### src/rtl/pipe_pkg.sv
// Shared definitions for elastic pipeline-stage registers: state encoding and
// default payload widths (instruction plus next-PC).
package pipe_pkg;

  localparam int INSTR_W = 32;
  localparam int NPC_W   = 32;

  typedef enum logic [1:0] {
    EMPTY = 2'd0,
    ONE   = 2'd1,
    TWO   = 2'd2
  } state_t;

endpackage

### src/rtl/pipe_skid_reg_if.sv
// Valid/ready stream bundle. A beat transfers on a clock edge where valid and
// ready are both high; the master holds data stable while valid waits on ready.
interface pipe_skid_reg_if #(
  parameter int DATA_W = 64
);
  logic              valid;
  logic              ready;
  logic [DATA_W-1:0] data;

  modport master (output valid, output data, input ready);
  modport slave  (input valid, input data, output ready);
endinterface

### src/rtl/pipe_skid_reg_sat_counter.sv
// Saturating counter that adds 0..2 per cycle and sticks at its all-ones value.
module sat_counter #(
  parameter int W = 8
) (
  input  logic         clk,
  input  logic         rst_n,
  input  logic         clear,
  input  logic [1:0]   inc,
  output logic [W-1:0] count
);

  logic [W:0] sum;

  // One extra bit is enough to detect overshoot since inc never exceeds 2.
  assign sum = (W+1)'(count) + (W+1)'(inc);

  always_ff @(posedge clk or negedge rst_n) begin
    if (!rst_n) begin
      count <= '0;
    end else if (clear) begin
      count <= '0;
    end else if (sum[W]) begin
      count <= '1;
    end else begin
      count <= sum[W-1:0];
    end
  end

endmodule

### src/rtl/pipe_skid_reg.sv
// Two-entry skid pipeline register with registered upstream ready, synchronous
// flush, and a saturating count of flushed payloads.
module pipe_skid_reg
  import pipe_pkg::*;
#(
  parameter int DATA_W = INSTR_W + NPC_W,
  parameter int CNT_W  = 8
) (
  input  logic             clk,
  input  logic             rst_n,
  pipe_skid_reg_if.slave   up,
  pipe_skid_reg_if.master  dn,
  input  logic             flush,
  output logic [CNT_W-1:0] drop_cnt,
  output state_t           state
);

  state_t            state_d;
  logic              ready_q;
  logic              push;
  logic              pop;
  logic              load_m_in;
  logic              load_m_skid;
  logic              load_s;
  logic [1:0]        drop_inc;
  logic [DATA_W-1:0] main_q;
  logic [DATA_W-1:0] skid_q;

  assign push     = up.valid & ready_q;
  assign pop      = dn.valid & dn.ready;
  assign up.ready = ready_q;
  assign dn.valid = (state != EMPTY);
  assign dn.data  = main_q;

  always_ff @(posedge clk or negedge rst_n) begin
    if (!rst_n) begin
      state   <= EMPTY;
      ready_q <= 1'b1;
    end else begin
      state   <= state_d;
      ready_q <= (state_d != TWO);
    end
  end

  always_comb begin
    state_d     = state;
    load_m_in   = 1'b0;
    load_m_skid = 1'b0;
    load_s      = 1'b0;
    drop_inc    = 2'd0;
    if (flush) begin
      state_d = EMPTY;
      // Entries held minus the one completing a pop, plus any accepted push.
      case (state)
        EMPTY:   drop_inc = push ? 2'd1 : 2'd0;
        ONE: begin
          case ({pop, push})
            2'b00:   drop_inc = 2'd1;
            2'b01:   drop_inc = 2'd2;
            2'b10:   drop_inc = 2'd0;
            default: drop_inc = 2'd1;
          endcase
        end
        TWO:     drop_inc = pop ? 2'd1 : 2'd2;
        default: drop_inc = 2'd0;
      endcase
    end else begin
      case (state)
        EMPTY: begin
          if (push) begin
            state_d   = ONE;
            load_m_in = 1'b1;
          end
        end
        ONE: begin
          if (push && !pop) begin
            state_d = TWO;
            load_s  = 1'b1;
          end else if (push && pop) begin
            load_m_in = 1'b1;
          end else if (pop) begin
            state_d = EMPTY;
          end
        end
        TWO: begin
          if (pop) begin
            state_d     = ONE;
            load_m_skid = 1'b1;
          end
        end
        default: state_d = EMPTY;
      endcase
    end
  end

  // Payload registers carry no reset; only the state qualifies them.
  always_ff @(posedge clk) begin
    if (load_m_in) begin
      main_q <= up.data;
    end else if (load_m_skid) begin
      main_q <= skid_q;
    end
    if (load_s) begin
      skid_q <= up.data;
    end
  end

  sat_counter #(
    .W (CNT_W)
  ) u_drop_cnt (
    .clk   (clk),
    .rst_n (rst_n),
    .clear (1'b0),
    .inc   (drop_inc),
    .count (drop_cnt)
  );

endmodule

### src/flat_wrapper.sv
// flat-port wrapper written by rule: the top's interface ports become plain ports
module pipe_skid_reg_flat import pipe_pkg::*;
#(
  parameter int DATA_W = INSTR_W + NPC_W,
  parameter int CNT_W  = 8
)
  (clk, rst_n, flush, drop_cnt, state, up_valid, up_data, up_ready, dn_valid, dn_data, dn_ready);
  pipe_skid_reg_if #(.DATA_W(DATA_W)) up_i ();
  pipe_skid_reg_if #(.DATA_W(DATA_W)) dn_i ();
  input  logic clk;
  input  logic rst_n;
  input  logic flush;
  output logic [CNT_W-1:0] drop_cnt;
  output state_t state;
  input wire logic [$bits(up_i.valid)-1:0] up_valid;
  input wire logic [$bits(up_i.data)-1:0] up_data;
  output wire logic [$bits(up_i.ready)-1:0] up_ready;
  output wire logic [$bits(dn_i.valid)-1:0] dn_valid;
  output wire logic [$bits(dn_i.data)-1:0] dn_data;
  input wire logic [$bits(dn_i.ready)-1:0] dn_ready;
  assign up_i.valid = up_valid;
  assign up_i.data = up_data;
  assign up_ready = up_i.ready;
  assign dn_valid = dn_i.valid;
  assign dn_data = dn_i.data;
  assign dn_i.ready = dn_ready;
  pipe_skid_reg #(.DATA_W(DATA_W), .CNT_W(CNT_W)) u_core (.clk(clk), .rst_n(rst_n), .up(up_i), .dn(dn_i), .flush(flush), .drop_cnt(drop_cnt), .state(state));
endmodule
### config.mk
export PLATFORM = sky130hd
export DESIGN_NAME = pipe_skid_reg_flat
export DESIGN_NICKNAME = d
export VERILOG_FILES = /design/src/rtl/pipe_pkg.sv /design/src/rtl/pipe_skid_reg_if.sv /design/src/rtl/pipe_skid_reg_sat_counter.sv /design/src/rtl/pipe_skid_reg.sv /design/src/flat_wrapper.sv
export SDC_FILE = /design/constraint.sdc
export NUM_CORES = 1
export LEC_CHECK = 0
export BUFFER_PORTS_ARGS = -buffer_cell sky130_fd_sc_hd__buf_2
export CORE_UTILIZATION = 30
export CTS_CLUSTER_DIAMETER = 100
export CTS_CLUSTER_SIZE = 28
export DETAILED_ROUTE_END_ITERATION = 7
export GPL_TIMING_DRIVEN = 0
export HOLD_SLACK_MARGIN = 0.02
export PLACE_DENSITY = 0.46
export REMOVE_ABC_BUFFERS = 1
export SLEW_MARGIN = 20
export SYNTH_ARGS = -nofsm -noshare
export SYNTH_HDL_FRONTEND = slang
export SYNTH_SLANG_ARGS = --single-unit
### constraint.sdc
create_clock -name clk -period 19.3 [get_ports clk]
set_clock_uncertainty 0.15 [all_clocks]
set_input_delay 0.965 -clock clk [delete_from_list [all_inputs] [get_ports clk]]
set_output_delay 0.965 -clock clk [all_outputs]
set_load 0.01 [all_outputs]
# Word level (Yosys, flattened, before mapping)
# Cells that the tools add are included.
[word_totals]
reg_bits = 139
inputBits = 69
output_inout_bits = 76
[classes]
add_sub_neg = 1
eq_ne = 5
muxes = 26
bitwise = 2
n_reduce_logical = 6
[ops]
columns = ["op", "n"]
rows = [
  ["$mux W64", 2],
  ["$mux W2", 8],
  ["$pmux W2 S3", 2],
  ["$mux W1", 11],
  ["$add A8 B2 Y9", 1],
  ["$mux W8", 1],
  ["$eq A2 B1 Y1 const B", 2],
  ["$eq A2 B2 Y1 const B", 2],
  ["$pmux W2 S2", 1],
  ["$reduce_bool A2 Y1", 2],
  ["$and A1 B1 Y1", 2],
  ["$logic_and A1 B1 Y1", 2],
  ["$logic_not A2 Y1", 1],
  ["$ne A2 B2 Y1 const B", 1],
  ["$pmux W1 S2", 1],
  ["$logic_not A1 Y1", 1],
]

# Logic depth before layout (Yosys ltp)
[logic_depth]
ltp_word = 8
depth_mapped = 12
mapped_depth_nobuf = 11

# Hierarchy
# Synthesis repeated with hierarchy kept, for this count alone.
[unflattened]
hier_cells = 275
area_unflattened_um2 = 5358.9
[by_module_without_submodules]
columns = ["mod", "instances", "cells_per_inst", "area_per_inst_um2"]
rows = [
  ["pipe_skid_reg", 1, 231, 4921.0],
  ["sat_counter", 1, 44, 437.9],
]

# Worst setup path after synthesis
# No wires, ideal clock.
[synth_timing]
path_kind = "input -> register"
from = "input port up_valid"
to = "register u_core.skid_q[0], enable pin"
setup_ps = 564
t_arrival_ps = 5698
slack_ps = 12888
path_stages = 4
path_buffers = 0
path_cell_list = "and2_1 -> ha_1 -> nand2_1 -> nor3_1"
[synth_via]
elab_chain_cells = 5
[synth_rtl]
columns = ["element", "line", "source"]
rows = [
  ["start, declared", "flat_wrapper.sv:15", "input wire logic [$bits(up_i.valid)-1:0] up_valid;"],
  ["$and A1 B1 Y1", "pipe_skid_reg.sv:29", "assign push = up.valid & ready_q;"],
  ["$logic_and A1 B1 Y1", "pipe_skid_reg.sv:76", "if (push && !pop) begin"],
  ["$mux W1", "pipe_skid_reg.sv:76", ""],
  ["$mux W1", "pipe_skid_reg.sv:68", "case (state)"],
  ["$mux W1", "pipe_skid_reg.sv:51", "if (flush) begin"],
  ["named net u_core.load_s", "pipe_skid_reg.sv:24", "logic load_s;"],
  ["end signal, assigned", "pipe_skid_reg.sv:104", "skid_q <= up.data;"],
  ["end, declared", "pipe_skid_reg.sv:27", "logic [DATA_W-1:0] skid_q;"],
]
# The timed path passes the listed nets, and every way through them passes these cells.
# A chain may end at the register's enable or synchronous reset.

# Worst setup path in the final report
[layout_timing]
from = "input port up_valid"
to = "register u_core.main_q[17], in the netlist u_core.dn.data[17] (data pin)"
[layout_via]
elab_chain_cells = 7
elab_cells_between_ends = 9
classes_between = "mux (6); bitwise (1); reduce/logical (2)"
[layout_rtl]
columns = ["element", "line", "source"]
rows = [
  ["$and A1 B1 Y1 *", "pipe_skid_reg.sv:29", ""],
  ["$logic_and A1 B1 Y1", "pipe_skid_reg.sv:79", "end else if (push && pop) begin"],
  ["$mux W1", "pipe_skid_reg.sv:79", ""],
  ["$mux W1", "pipe_skid_reg.sv:76", ""],
  ["$pmux W1 S2 *", "pipe_skid_reg.sv:68", ""],
  ["$mux W1 *", "pipe_skid_reg.sv:51", ""],
  ["$mux W64 *", "pipe_skid_reg.sv:98", "if (load_m_in) begin"],
  ["end signal, assigned", "pipe_skid_reg.sv:99", "main_q <= up.data;"],
  ["end signal, assigned", "pipe_skid_reg.sv:101", "main_q <= skid_q;"],
  ["end, declared", "pipe_skid_reg.sv:26", "logic [DATA_W-1:0] main_q;"],
]
# Mark *: on every way between the ends. The rest lies on a longest branch, timed or not.

==> impl_metrics.py <==
metrics = {
    "global_routing": {
        "grt_pass1_wl_mm": 16.7,
        "antenna_found_initial": 0,
        "grt_max_degree": 18,
        "first_global_vias": 3109,
        "grt_usage": 0.121,
        "grt-ovfl-total": 0,
    },
    "floorplan": {
        "die_h_um": 138,
        "core_sq_um": 18000,
        "dieArea_sq_um": 19000,
        "dieWidth_um": 138,
        "initial_core_util": 0.307,
        "io_pins": 145,
        "row_count": 49,
    },
    "run": {
        "max-cap-violations": 0,
    },
    "placement": {
        "dp_hpwl_mm": 8.04,
        "port_buffers": 144,
        "place_congestion": 0.705,
    },
    "worst_setup_path": {
        "cp-start-kind": "input pin",
        "slowest_delay_ns": 0.49,
        "worstPathRequired_ns": 19.31,
        "end_kind": "register",
        "crit_fanout": 11,
        "crit_path_top_delay_cell": "a211oi_4",
        "crit_path_frequent_cell": "buf_6",
        "crit_arrival_ns": 3.06,
        "criticalPathCategory": "input pin to register",
        "crit_path_cell_trace": "buf_2 -> and2_1 -> ha_1 -> nand2_2 -> a211oi_4 -> buf_6 -> buf_6 -> buf_8 -> mux2_2",
        "r2r_slack_ns": 16.24,
    },
    "synthesis": {
        "ys.flop_type": "edfxtp_1",
        "synth_common_cells": "128 x edfxtp_1, 50 x mux2_4, 14 x mux2_2",
        "synth_cell_types": 31,
        "syn_area_sq_um": 5540,
        "synthArstFlopShare": 0.0791,
        "yosysWarnings": 0,
        "synth_edf_count": 128,
        "synth_top_area_frac": 0.694,
        "syn_area_per_cell_sq_um": 20.3,
        "ys_seq_area_frac": 0.744,
        "syn_inst": 273,
        "synth_seq_cells": 139,
        "synth_area_leaders": "edfxtp_1 69%, mux2_4 14%, dfrtp_1 4.5%",
        "yosysTopAreaCell": "edfxtp_1",
        "post-synth-top-count-cell": "edfxtp_1",
    },
    "sta": {
        "slew_headroom": 0.588,
        "holdWs_ns": 0.275,
        "hold_viol_final": 0,
        "min_period_ns": 3.06,
        "finalSetupTns_ns": 0,
        "max_freq_ghz": 0.327,
        "worstMarginPinSlew_ns": 0.615,
        "rsz0062_at_grt": "false",
        "slew_viol_final": 0,
        "fin_crit_sh": 0.158,
        "finalSetupViolCount": 0,
    },
    "clock_network": {
        "clock_latency_ns": 0.41,
        "cts_buffers": 17,
        "cts_hold_buf": 0,
        "post_cts_resized": 0,
        "clk_path_buf_depth": 2,
        "cts_tree": "built",
        "cts_setup_buffers": 0,
        "clock-sinks": 139,
        "clkTransAtPathRegs_ns": 0.06,
        "cts-root-buf": "clkbuf_16",
        "h-tree-depth": 4,
    },
    "final_layout": {
        "area_growth_pct": 32.4,
        "nNetsFinal": 521,
        "antenna-diode-count": 0,
        "drive_above_1_share": 0.575,
    },
    "run_status": {
        "status": "finished, final reports clean",
    },
    "power": {
        "peakVddDrop_mv": 0.0609,
        "p_per_area_nw_per_um2": 105,
        "power_leakage_uw": 0.00292,
    },
    "routing": {
        "vias": 2984,
        "drt_iter0_drc": 108,
        "antenna_left": 0,
        "routed_wl_mm": 11.0,
        "vias_per_cell": 4.34,
        "drtPass1Iterations": 4,
        "wl_per_cell_um": 15.9,
        "route.detailed.drc": 0,
    },
    "worst_hold_path": {
        "hold_class": "input pin to async pin",
    },
}
[power breakdown]
part	switching (uW)	leakage (uW)	total, uW	internal (uW)
clock	124	0.000288	327	203
sequential	10.2	0.00131	360	350
combinational	42.4	0.00132	85.1	42.8
[layout by cell type (no fill, tap or decap), types with 3 or more instances in the layout]
master / count
buf_16: 4
buf_2: 144
buf_4: 6
buf_6: 7
bufinv_16: 3
clkbuf_16: 17
clkinv_2: 3
dfrtp_1: 10
edfxtp_1: 128
ha_1: 5
inv_1: 4
inv_6: 3
mux2_2: 14
mux2_4: 50
nand2_1: 11
nand2b_1: 4
nand3_1: 5
o21ai_0: 3
or3_1: 3
[kinds of logic after synthesis]
kind of cell / Yosys count / synth area share
flip-flops: 139 / 0.744
multiplexers: 66 / 0.168
AND/OR/NAND/NOR: 37 / 0.0391
buffers and inverters: 13 / 0.0183
AO/OA/AOI/OAI: 11 / 0.0147
adder cells (fa/ha/maj): 6 / 0.0149
XOR/XNOR: 1 / 0.00158
[cell type report]
cell class                      count  area (sq um)
Tap cell                          229           287
Inverter                            4          15.0
Sequential cell                   139          4120
Multi-Input combinational cell    121          1340
Clock inverter                     14           168
Clock buffer                       18           429
Fill cell                        1684         10700
Timing Repair Buffer              163           985
[registers in the layout (all words and copies together) (netlist names)]
register / count
u_core.skid_q: 64
u_core.u_drop_cnt.count: 8
u_core.up.ready: 1
u_core.dn.data: 64
u_core.state: 2
[critical path, delay by kind of cell]
family / cells / cell delay, ns
mux: 1 / 0.34
simple gates: 2 / 0.27
compound gates: 1 / 0.49
fa+ha+maj: 1 / 0.21
buf+inv: 4 / 0.77
[worst paths after layout]
path | start | endpoint | cells after the start
worst max-delay path | up_valid | u_core.dn.data[17]$_DFFE_PP_ | 9
max in group asynchronous | rst_n | u_core.up.ready$_DFF_PN1_ | 1
worst min-delay path | rst_n | u_core.u_drop_cnt.count[7]$_DFF_PN0_ | 1
min in group clk | u_core.skid_q[22]$_DFFE_PP_ | u_core.dn.data[22]$_DFFE_PP_ | 1
worst min register to register | u_core.skid_q[22]$_DFFE_PP_ | u_core.dn.data[22]$_DFFE_PP_ | 1
worst max register to register | u_core.state[0]$_DFF_PN0_ | u_core.dn.data[17]$_DFFE_PP_ | 10
[layer usage]
metal | global-route usage | part of all wire
met1 | 0.146 | 0.43
met3 | 0.0570 | 0.083
met4 | 0.0453 | 0.010
met2 | 0.186 | 0.48
met5 | 0 | 0
[metrics by stage]
step                utilization  power, uW  area (sq um)  std cells  setup slack, ns
finish                    0.407        773          7340        688            16.24
floorplan                     -        413          5460        264            12.87
global placement          0.359        448          6460        637             9.56
global route              0.407        807          7340        688            16.09
CTS                       0.407        786          7340        688            16.21
detailed placement        0.374        453          6740        656            15.78
No activity file was read; power rests on OpenSTA's default activity.
